## config.mk

```make
export PLATFORM = sky130hd
export DESIGN_NAME = sync_fifo_prog_flat
export DESIGN_NICKNAME = d
export VERILOG_FILES = /design/src/rtl/sync_fifo_prog_pkg.sv /design/src/rtl/sync_fifo_prog_if.sv /design/src/rtl/sync_fifo_prog_dpram.sv /design/src/rtl/sync_fifo_prog.sv /design/src/flat_wrapper.sv
export SDC_FILE = /design/constraint.sdc
export NUM_CORES = 1
export LEC_CHECK = 0
export ABC_AREA = 1
export BUFFER_PORTS_ARGS = -buffer_cell sky130_fd_sc_hd__buf_2
export CORE_ASPECT_RATIO = 1.75
export CORE_MARGIN = 8
export CORE_UTILIZATION = 55
export CTS_BUF_LIST = sky130_fd_sc_hd__clkbuf_8
export DETAILED_ROUTE_END_ITERATION = 12
export PLACE_DENSITY = 0.76
export SYNTH_ARGS = -nofsm -noshare
export SYNTH_HDL_FRONTEND = slang
export SYNTH_HIERARCHICAL = 1
export SYNTH_SLANG_ARGS = --single-unit
```

## constraint.sdc

```tcl
create_clock -name clk -period 3.4 [get_ports clk]
set_input_delay 0.51 -clock clk [delete_from_list [all_inputs] [get_ports clk]]
set_output_delay 0.51 -clock clk [all_outputs]
set_load 0.1 [all_outputs]
```

## src/rtl/sync_fifo_prog_pkg.sv

```systemverilog
// -----------------------------------------------------------------------------
// sync_fifo_prog_pkg
// Shared definitions for the programmable synchronous FIFO:
//   - default widths and threshold helpers
//   - depth derivation from the address width
//   - binary-to-Gray conversion used for the exported pointers
//   - the per-cycle transfer decision struct
// -----------------------------------------------------------------------------
package sync_fifo_prog_pkg;

    localparam int DEF_DATA_WIDTH = 8;
    localparam int DEF_ADDR_WIDTH = 3;

    // Number of storage entries for a given address width.
    function automatic int depth_of(input int aw);
        return 1 << aw;
    endfunction

    // Reasonable power-on threshold choices for a given address width:
    // almost-full two entries short of full, almost-empty at one entry.
    function automatic int def_afull_th(input int aw);
        return depth_of(aw) - 2;
    endfunction

    function automatic int def_aempty_th(input int aw);
        return (aw > 0) ? 1 : 0;
    endfunction

    // Gray code of a binary value. Operates on a wide word; callers cast
    // the result down to their pointer width.
    function automatic logic [31:0] bin2gray(input logic [31:0] b);
        return b ^ (b >> 1);
    endfunction

    // Which side of the FIFO actually moves this cycle.
    typedef struct packed {
        logic wr;
        logic rd;
    } xfer_t;

endpackage

```

## src/rtl/sync_fifo_prog_if.sv

```systemverilog
// -----------------------------------------------------------------------------
// sync_fifo_prog_if
// Bundles every non-clock/reset signal of the programmable FIFO.
//   producer side : w_inc, w_data, wfull, afull, ovf, wptr
//   consumer side : r_inc, r_data, r_valid, rempty, aempty, udf, rptr
//   control       : afull_th, aempty_th, err_clr, level
// modport master : the user of the FIFO (drives requests and thresholds)
// modport slave  : the FIFO itself
//
// Handshake: a write moves on a rising clk edge when w_inc is high and wfull
// was low before that edge; a read moves when r_inc is high and rempty was
// low before that edge. A request made against a full/empty FIFO is dropped
// and sets the sticky ovf/udf flag. Read data appears one cycle after the
// accepted read, qualified by r_valid for exactly that cycle.
// -----------------------------------------------------------------------------
interface sync_fifo_prog_if #(
    parameter int DATA_WIDTH = 8,
    parameter int ADDR_WIDTH = 3
);
    localparam int PW = ADDR_WIDTH + 1;

    logic                  w_inc;
    logic [DATA_WIDTH-1:0] w_data;
    logic                  r_inc;
    logic [DATA_WIDTH-1:0] r_data;
    logic                  r_valid;
    logic                  wfull;
    logic                  rempty;
    logic [PW-1:0]         afull_th;
    logic [PW-1:0]         aempty_th;
    logic                  afull;
    logic                  aempty;
    logic [PW-1:0]         level;
    logic                  ovf;
    logic                  udf;
    logic                  err_clr;
    logic [PW-1:0]         wptr;
    logic [PW-1:0]         rptr;

    modport master (
        output w_inc, w_data, r_inc, afull_th, aempty_th, err_clr,
        input  r_data, r_valid, wfull, rempty, afull, aempty, level,
               ovf, udf, wptr, rptr
    );

    modport slave (
        input  w_inc, w_data, r_inc, afull_th, aempty_th, err_clr,
        output r_data, r_valid, wfull, rempty, afull, aempty, level,
               ovf, udf, wptr, rptr
    );

endinterface

```

## src/rtl/sync_fifo_prog_dpram.sv

```systemverilog
// -----------------------------------------------------------------------------
// sync_fifo_prog_dpram
// DEPTH x DATA_WIDTH storage with one synchronous write port and one
// synchronous read port. No reset: contents and the read register power up
// undefined; the FIFO top masks o_rdata until the first real read.
// Ports:
//   clk      in   clock
//   i_we     in   write enable
//   i_waddr  in   write address
//   i_wdata  in   write data
//   i_re     in   read enable (o_rdata holds when low)
//   i_raddr  in   read address
//   o_rdata  out  registered read data
// -----------------------------------------------------------------------------
module sync_fifo_prog_dpram
    import sync_fifo_prog_pkg::*;
#(
    parameter int DATA_WIDTH = DEF_DATA_WIDTH,
    parameter int ADDR_WIDTH = DEF_ADDR_WIDTH
) (
    input  logic                  clk,
    input  logic                  i_we,
    input  logic [ADDR_WIDTH-1:0] i_waddr,
    input  logic [DATA_WIDTH-1:0] i_wdata,
    input  logic                  i_re,
    input  logic [ADDR_WIDTH-1:0] i_raddr,
    output logic [DATA_WIDTH-1:0] o_rdata
);
    localparam int DEPTH = depth_of(ADDR_WIDTH);

    logic [DATA_WIDTH-1:0] r_mem [DEPTH];
    logic [DATA_WIDTH-1:0] r_q;

    always_ff @(posedge clk) begin
        if (i_we) begin
            r_mem[i_waddr] <= i_wdata;
        end
    end

    always_ff @(posedge clk) begin
        if (i_re) begin
            r_q <= r_mem[i_raddr];
        end
    end

    assign o_rdata = r_q;

endmodule

```

## src/rtl/sync_fifo_prog.sv

```systemverilog
// -----------------------------------------------------------------------------
// sync_fifo_prog
// Single-clock FIFO with programmable almost-full/almost-empty thresholds,
// an occupancy output, sticky overflow/underflow flags and Gray-coded
// pointer outputs compatible with async FIFO pointer logic.
// Ports:
//   clk   in   clock, everything on posedge
//   rst   in   asynchronous active-high reset
//   bus   slave modport of sync_fifo_prog_if (requests, data, flags,
//         thresholds, level, error flags, Gray pointers)
// -----------------------------------------------------------------------------
module sync_fifo_prog
    import sync_fifo_prog_pkg::*;
#(
    parameter int DATA_WIDTH = DEF_DATA_WIDTH,
    parameter int ADDR_WIDTH = DEF_ADDR_WIDTH
) (
    input  logic                  clk,
    input  logic                  rst,
    sync_fifo_prog_if.slave       bus
);
    localparam int            DEPTH   = depth_of(ADDR_WIDTH);
    localparam int            PW      = ADDR_WIDTH + 1;
    localparam logic [PW-1:0] DEPTH_L = PW'(DEPTH);
    localparam logic [PW-1:0] ONE_L   = PW'(1);

    // Binary pointers carry one extra wrap bit above the memory address.
    logic [PW-1:0]         r_wbin;
    logic [PW-1:0]         r_rbin;
    logic [PW-1:0]         r_level;
    logic                  r_valid_q;
    logic                  r_has_data;
    logic                  r_ovf;
    logic                  r_udf;

    logic                  w_full;
    logic                  w_empty;
    xfer_t                 w_xfer;
    logic [DATA_WIDTH-1:0] w_mem_q;

    assign w_full  = (r_level == DEPTH_L);
    assign w_empty = (r_level == '0);

    // Flags come from the pre-edge level, so at full only the read moves
    // and at empty only the write moves.
    assign w_xfer.wr = bus.w_inc && !w_full;
    assign w_xfer.rd = bus.r_inc && !w_empty;

    always_ff @(posedge clk or posedge rst) begin
        if (rst) begin
            r_wbin     <= '0;
            r_rbin     <= '0;
            r_level    <= '0;
            r_valid_q  <= 1'b0;
            r_has_data <= 1'b0;
            r_ovf      <= 1'b0;
            r_udf      <= 1'b0;
        end else begin
            if (w_xfer.wr) begin
                r_wbin <= r_wbin + ONE_L;
            end
            if (w_xfer.rd) begin
                r_rbin <= r_rbin + ONE_L;
            end

            case ({w_xfer.wr, w_xfer.rd})
                2'b10:   r_level <= r_level + ONE_L;
                2'b01:   r_level <= r_level - ONE_L;
                default: r_level <= r_level;
            endcase

            r_valid_q <= w_xfer.rd;
            if (w_xfer.rd) begin
                r_has_data <= 1'b1;
            end

            // A new error in the same cycle as err_clr must not be lost.
            if (bus.w_inc && w_full) begin
                r_ovf <= 1'b1;
            end else if (bus.err_clr) begin
                r_ovf <= 1'b0;
            end

            if (bus.r_inc && w_empty) begin
                r_udf <= 1'b1;
            end else if (bus.err_clr) begin
                r_udf <= 1'b0;
            end
        end
    end

    sync_fifo_prog_dpram #(
        .DATA_WIDTH (DATA_WIDTH),
        .ADDR_WIDTH (ADDR_WIDTH)
    ) u_mem (
        .clk     (clk),
        .i_we    (w_xfer.wr),
        .i_waddr (r_wbin[ADDR_WIDTH-1:0]),
        .i_wdata (bus.w_data),
        .i_re    (w_xfer.rd),
        .i_raddr (r_rbin[ADDR_WIDTH-1:0]),
        .o_rdata (w_mem_q)
    );

    // The RAM read register has no reset; present zero until the first
    // read after reset so r_data has a defined reset value.
    assign bus.r_data  = r_has_data ? w_mem_q : '0;
    assign bus.r_valid = r_valid_q;

    assign bus.wfull  = w_full;
    assign bus.rempty = w_empty;
    // A threshold above DEPTH can never be reached, so afull stays low.
    assign bus.afull  = (r_level >= bus.afull_th);
    assign bus.aempty = (r_level <= bus.aempty_th);
    assign bus.level  = r_level;
    assign bus.ovf    = r_ovf;
    assign bus.udf    = r_udf;

    assign bus.wptr = PW'(bin2gray(32'(r_wbin)));
    assign bus.rptr = PW'(bin2gray(32'(r_rbin)));

endmodule
```

## src/flat_wrapper.sv

```systemverilog
// flat-port wrapper written by rule: the top's interface ports become plain ports
module sync_fifo_prog_flat import sync_fifo_prog_pkg::*;
#(
    parameter int DATA_WIDTH = DEF_DATA_WIDTH,
    parameter int ADDR_WIDTH = DEF_ADDR_WIDTH
)
  (clk, rst, bus_w_inc, bus_w_data, bus_r_inc, bus_afull_th, bus_aempty_th, bus_err_clr, bus_r_data, bus_r_valid, bus_wfull, bus_rempty, bus_afull, bus_aempty, bus_level, bus_ovf, bus_udf, bus_wptr, bus_rptr);
  sync_fifo_prog_if #(.DATA_WIDTH(DATA_WIDTH), .ADDR_WIDTH(ADDR_WIDTH)) bus_i ();
  input  logic clk;
  input  logic rst;
  input wire logic [$bits(bus_i.w_inc)-1:0] bus_w_inc;
  input wire logic [$bits(bus_i.w_data)-1:0] bus_w_data;
  input wire logic [$bits(bus_i.r_inc)-1:0] bus_r_inc;
  input wire logic [$bits(bus_i.afull_th)-1:0] bus_afull_th;
  input wire logic [$bits(bus_i.aempty_th)-1:0] bus_aempty_th;
  input wire logic [$bits(bus_i.err_clr)-1:0] bus_err_clr;
  output wire logic [$bits(bus_i.r_data)-1:0] bus_r_data;
  output wire logic [$bits(bus_i.r_valid)-1:0] bus_r_valid;
  output wire logic [$bits(bus_i.wfull)-1:0] bus_wfull;
  output wire logic [$bits(bus_i.rempty)-1:0] bus_rempty;
  output wire logic [$bits(bus_i.afull)-1:0] bus_afull;
  output wire logic [$bits(bus_i.aempty)-1:0] bus_aempty;
  output wire logic [$bits(bus_i.level)-1:0] bus_level;
  output wire logic [$bits(bus_i.ovf)-1:0] bus_ovf;
  output wire logic [$bits(bus_i.udf)-1:0] bus_udf;
  output wire logic [$bits(bus_i.wptr)-1:0] bus_wptr;
  output wire logic [$bits(bus_i.rptr)-1:0] bus_rptr;
  assign bus_i.w_inc = bus_w_inc;
  assign bus_i.w_data = bus_w_data;
  assign bus_i.r_inc = bus_r_inc;
  assign bus_i.afull_th = bus_afull_th;
  assign bus_i.aempty_th = bus_aempty_th;
  assign bus_i.err_clr = bus_err_clr;
  assign bus_r_data = bus_i.r_data;
  assign bus_r_valid = bus_i.r_valid;
  assign bus_wfull = bus_i.wfull;
  assign bus_rempty = bus_i.rempty;
  assign bus_afull = bus_i.afull;
  assign bus_aempty = bus_i.aempty;
  assign bus_level = bus_i.level;
  assign bus_ovf = bus_i.ovf;
  assign bus_udf = bus_i.udf;
  assign bus_wptr = bus_i.wptr;
  assign bus_rptr = bus_i.rptr;
  sync_fifo_prog #(.DATA_WIDTH(DATA_WIDTH), .ADDR_WIDTH(ADDR_WIDTH)) u_core (.clk(clk), .rst(rst), .bus(bus_i));
endmodule
```

==> reports/summary.txt, run 1 <==
crit end category = primary output
initial antenna violation count = 0
Worst path depth = 5
Fmax = 406 MHz
share of layout cells above drive strength 1 = 0.148
largest net degree at the start of global routing = 33
H-tree Lvls = 3
crit path kind = flop to primary output
Netlist cell types = 27
post-CTS sizing = 0
Area Overhead vs Synth = 10.4%
syn_area_per_cell = 9.62 sq um
port buffer count = 47
clk_skew = 0.00761 ns
WP data arrival = 1.95 ns
n_diodes = 0
clock-pin transition on the worst setup and hold timing paths = 0.07 ns
Top Ports = 48
setup bufs post-CTS = 0
Clock Path Buffers = 2
final worst path period share = 0.725
Max Fanout on Critical Path = 7
Root Driver = clkbuf_8
CTS tree = yes
CP Buf/Inv Count = 1
final hold vios = 0
via count of the first global-routing pass = 3110
grt total ovfl = 0
CP Launch Type = flop
setup TNS = 0 ns
core area = 7510 sq um
cell count after synthesis = 442
GP Congestion = 0.788
Worst path max stage delay = 0.48 ns
clock period minus worst slack = 2.46 ns
Worst-Margin Slew = 0.915 ns
cells along the critical path = ha_1 > a21oi_1 > o21ai_0 > o21ai_2 > buf_2
detailed-route via count = 2901
Final Net Count = 525
Initial DRC Count = 304
GRT Total Usage = 0.173
Fill cells = 620
global-route wire length before repair = 14500 um
# setup viols final = 0
cell family with the largest share of critical-path delay = flip-flops
Detail Placement HPWL = 5960 um
final slew viol count = 0
ANT nets after route = 0
starting density of the core = 0.566
sequential area share after synthesis = 0.603
row cnt = 42
Die X = 82.5 um
RSZ-0062 raised after global routing = no
clk sinks = 88
slew margin rel. = 0.388
die height = 132 um
wire per inst = 14.3 um
status = finished clean
# Max-Cap Violations = 0
CP max-delay cell = dfrtp_1
HP Class = input port to async pin
DR pass1 iterations = 5
syn nets = 479
DRC Markers = 0
die footprint = 10900 sq um
Cell Area, Synth = 4250 sq um
Hold-fix buffers, CTS = 0
clk_lat worst skew = 0.35 ns
final WL = 8300 um
CTS buffer count = 9
CP required = 2.89 ns
cell depth of the worst flop-to-flop path = 6
vias per cell = 4.99
Ys Warns = 6
Yosys reg bits = 88
==> area by class of cell <==
type                    count  area [sq um]  share of cell area
flip-flops and latches     88          2560               0.546
clock inverters             5          47.5              0.0101
well taps                  88           110              0.0234
multi-input cells         239          1190               0.253
repair buffers             49           250              0.0533
inverters                 101           384              0.0818
clock buffers              11           151              0.0322
==> path summary, 6_finish.rpt <==
kind	start	end	slack, ns
worst max register to register	u_core/bus.level[1]	u_core/u_mem/r_mem[0][5]	1.20
worst min register to register	u_core/bus.udf	u_core/bus.udf	0.54
max in group asynchronous	rst	u_core/bus.level[2]	2.75
worst min-delay path	rst	u_core/bus.ovf	0.24
min in group clk	bus_err_clr	u_core/bus.udf	0.35
worst max-delay path	u_core/bus.level[3]	bus_aempty	0.94
==> state kept, by name (all words and copies together), names as in the netlist <==
signal,flops
u_core/u_mem/r_mem,64
u_core/r_has_data,1
u_core/bus.level,4
u_core/bus.r_valid,1
u_core/bus.udf,1
u_core/r_wbin,4
u_core/u_mem/o_rdata,8
u_core/r_rbin,4
u_core/bus.ovf,1
==> layer usage <==
metal,up-vias,share of wire,global-route usage
li1,1455,-,-
met1,1356,0.36,0.186
met2,78,0.56,0.306
met3,12,0.056,0.0362
met4,0,0.021,0.0766
met5,-,0,0
==> through the flow <==
step           cell area [sq um]  setup WS, ns  hold slack, ns  cells   util
3_5_place_dp                4500          1.17           0.529    565  0.598
6_report                    4700         0.936           0.238    581  0.625
5_1_grt                     4700         0.833           0.280    581  0.625
2_1_floorplan               4260         0.490           0.424    442      -
3_3_place_gp                4500          1.26           0.524    565  0.598
4_1_cts                     4700         0.924           0.247    581  0.625
==> placed cells by master (no fill, tap or decap), types with 2 or more instances in the layout <==
| master | synthesis | routed |
|---|---|---|
| edfxtp_1 | 72 | 72 |
| ha_1 | 15 | 15 |
| nand2_1 | 148 | 148 |
| clkinv_2 | 0 | 2 |
| clkbuf_8 | 0 | 11 |
| inv_1 | 97 | 99 |
| nand3_1 | 37 | 37 |
| inv_4 | 2 | 2 |
| o21ai_0 | 7 | 6 |
| buf_4 | 5 | 2 |
| a21oi_1 | 3 | 3 |
| buf_2 | 2 | 47 |
| nor2_1 | 9 | 9 |
| xor2_1 | 3 | 3 |
| dfrtp_1 | 16 | 16 |
| inv_2 | 2 | 2 |
| xnor2_1 | 7 | 7 |
==> synthesized netlist by cell type (all sizes together) <==
cell	number	area, sq um
nor2	10	40.0
or2	2	12.5
edfxtp	72	2160
xnor2	7	61.3
nand3	38	195
inv	101	384
xor2	3	26.3
ha	15	188
fa	1	20.0
clkbuf	1	3.75
dfrtp	16	400
o22ai	1	6.26
o21bai	1	7.51
nand4	1	6.26
nand2	150	573
o21ai	7	35.0
buf	13	115
a21oi	3	15.0
==> kinds of logic (layout without fill, tap and decap cells) <==
| kind of cell | Yosys count | after routing | synth area share |
|---|---|---|---|
| AO/OA/AOI/OAI | 12 | 12 | 0.0150 |
| XOR/XNOR | 10 | 10 | 0.0206 |
| adder cells (fa/ha/maj) | 16 | 16 | 0.0489 |
| buffers and inverters | 115 | 166 | 0.118 |
| flip-flops | 88 | 88 | 0.603 |
| AND/OR/NAND/NOR | 201 | 201 | 0.195 |
Power of run 1 is not shown: default switching activity piles up to over one toggle a cycle in this logic, so the estimate is an artifact.
==> run 2, diff against run 1 <==
PLACE_DENSITY = 0.79   (was 0.76)
clock period = 2 ns   (was 3.4 ns; I/O delays follow)
==> run 2 against run 1 <==
Net effect:
- global-route usage rose by 1.2 points
- non-clock buffer count increased by 18
- clock skew is 0.00081 ns higher
- register-to-register slack lost 1.3 ns
- critical path type is now flop to flop
- worst setup slack worse by 1.0 ns
- routed wire length increased by 14%
- the run now ends with setup timing left
- sequential cell count did not move
- final cell count increased by 3.1%
==> reports/summary.txt, run 2 (same netlist as run 1, synthesis figures left out) <==
DR pass1 iterations = 4
grt total ovfl = 0
port buffer count = 47
CP required = 2.24 ns
Top Ports = 48
Final WS setup = -0.0871 ns
most common cell after layout, fill and taps aside = nand2_1
max reg flops = 64
commonest cells after routing, fill and taps aside = nand2_1 (147), inv_1 (95), edfxtp_1 (72)
grt met3 use = 0.0471
clk sinks = 88
ANT nets after route = 0
clk_lat worst skew = 0.35 ns
Final Net Count = 543
WP data arrival = 2.33 ns
# setup viols final = 5
HP Class = input port to async pin
DRC Markers = 0
starting density of the core = 0.566
vias per cell = 5.16
global-route wire length before repair = 15300 um
die footprint = 10900 sq um
GP Congestion = 0.769
share of layout cells above drive strength 1 = 0.225
Detail Placement HPWL = 6600 um
crit path kind = flop to flop
CTS tree = yes
GRT Total Usage = 0.185
via count of the first global-routing pass = 3263
final slew viol count = 0
slew margin rel. = 0.527
H-tree Lvls = 3
detailed-route via count = 3092
Hold-fix buffers, CTS = 0
Die X = 82.5 um
initial antenna violation count = 0
die height = 132 um
clock-pin transition on the worst setup and hold timing paths = 0.08 ns
core area = 7510 sq um
busiest grt layer = met2
clock period minus worst slack = 2.09 ns
RSZ-0062 raised after global routing = yes
Initial DRC Count = 242
clk_skew = 0.00842 ns
failing checks = setup timing
dpl cell area = 4740 sq um
wire per inst = 15.8 um
# Max-Cap Violations = 0
n_diodes = 0
crit end category = flop
Area Overhead vs Synth = 18.9%
largest net degree at the start of global routing = 33
Worst-Margin Slew = 0.709 ns
met1 Usage GRT = 0.180
Max Fanout on Critical Path = 4
CP Launch Type = flop
Clock Path Buffers = 2
status = finished with violations
final worst path period share = 1.04
register bank with the most flops = u_core/u_mem/r_mem
Fill cells = 559
post-place setup slack = 0.0524 ns
CTS buffer count = 9
final WL = 9470 um
Fmax = 479 MHz
Root Driver = clkbuf_8
row cnt = 42
Final Cell Area = 5050 sq um
final hold vios = 0
M2 GR Usage = 0.333
[run 2: changes by cell type in the layout (fill, tap and decap cells not counted), moves of 4 or more]
cell,change
dfrtp_4,+4
dfrtp_1,-4
ha_4,+6
inv_1,-4
buf_4,+18
buf_12,+4
ha_1,-6
buf_2,-6
[run 2: final timing paths]
| kind | slack (ns) | from | depth (start not counted) | endpoint |
|---|---|---|---|---|
| max reg2reg | -0.09 | u_core/bus.level[1] | 12 | u_core/bus.level[3] |
| min | 0.05 | rst | 2 | u_core/bus.r_valid |
| min in group clk | 0.14 | bus_err_clr | 2 | u_core/bus.udf |
| max in group asynchronous | 1.42 | rst | 2 | u_core/bus.level[1] |
| min reg2reg | 0.54 | u_core/bus.udf | 2 | u_core/bus.udf |
| max | -0.09 | u_core/bus.level[1] | 12 | u_core/bus.level[3] |
[run 2: layer usage]
metal,wire [um],vias to the layer above
met5,0,-
met4,356,0
met3,549,31
met2,5310,117
met1,3250,1451
li1,-,1493
[run 2: repair_timing]
item	4_1_cts	5_1_grt
gates resized for setup	12	11
setup buffers	2	2
endpoints found under the setup margin	3	6
hold endpoints to repair	0	0
pin swaps	3	7
[run 2: area by class of cell]
type                            count  area [sq um]  area share
Multi-Input combinational cell    239          1330       0.264
Clock buffer                       12           165      0.0327
Sequential cell                    88          2580       0.510
Tap cell                           88           110      0.0218
Timing Repair Buffer               67           454      0.0899
Inverter                          101           397      0.0785
Clock inverter                      4          18.8     0.00371
[run 2: through the flow]
step | instances | TNS (ns) | hold WS [ns] | util
after detailed placement | 579 | 0 | 0.445 | 0.631
after global routing | 599 | -0.542 | 0.0881 | 0.673
after global placement | 579 | 0 | 0.434 | 0.631
after floorplan | 442 | 0 | 0.214 | -
final | 599 | -0.242 | 0.0496 | 0.673
after CTS | 597 | -0.137 | 0.0499 | 0.664
[run 2: critical path, cell delays in order (launching register included)]
cell and delay (ns):
dfrtp_4 0.49, buf_4 0.15, nor2_4 0.15, nand3_2 0.12
nand2_4 0.13, clkinv_8 0.06, ha_4 0.18, ha_1 0.28
nand2_1 0.06, nand2_1 0.11, nand3_1 0.12, nand3_2 0.09
nand2_1 0.05
Power of run 2 is left out for the same reason.
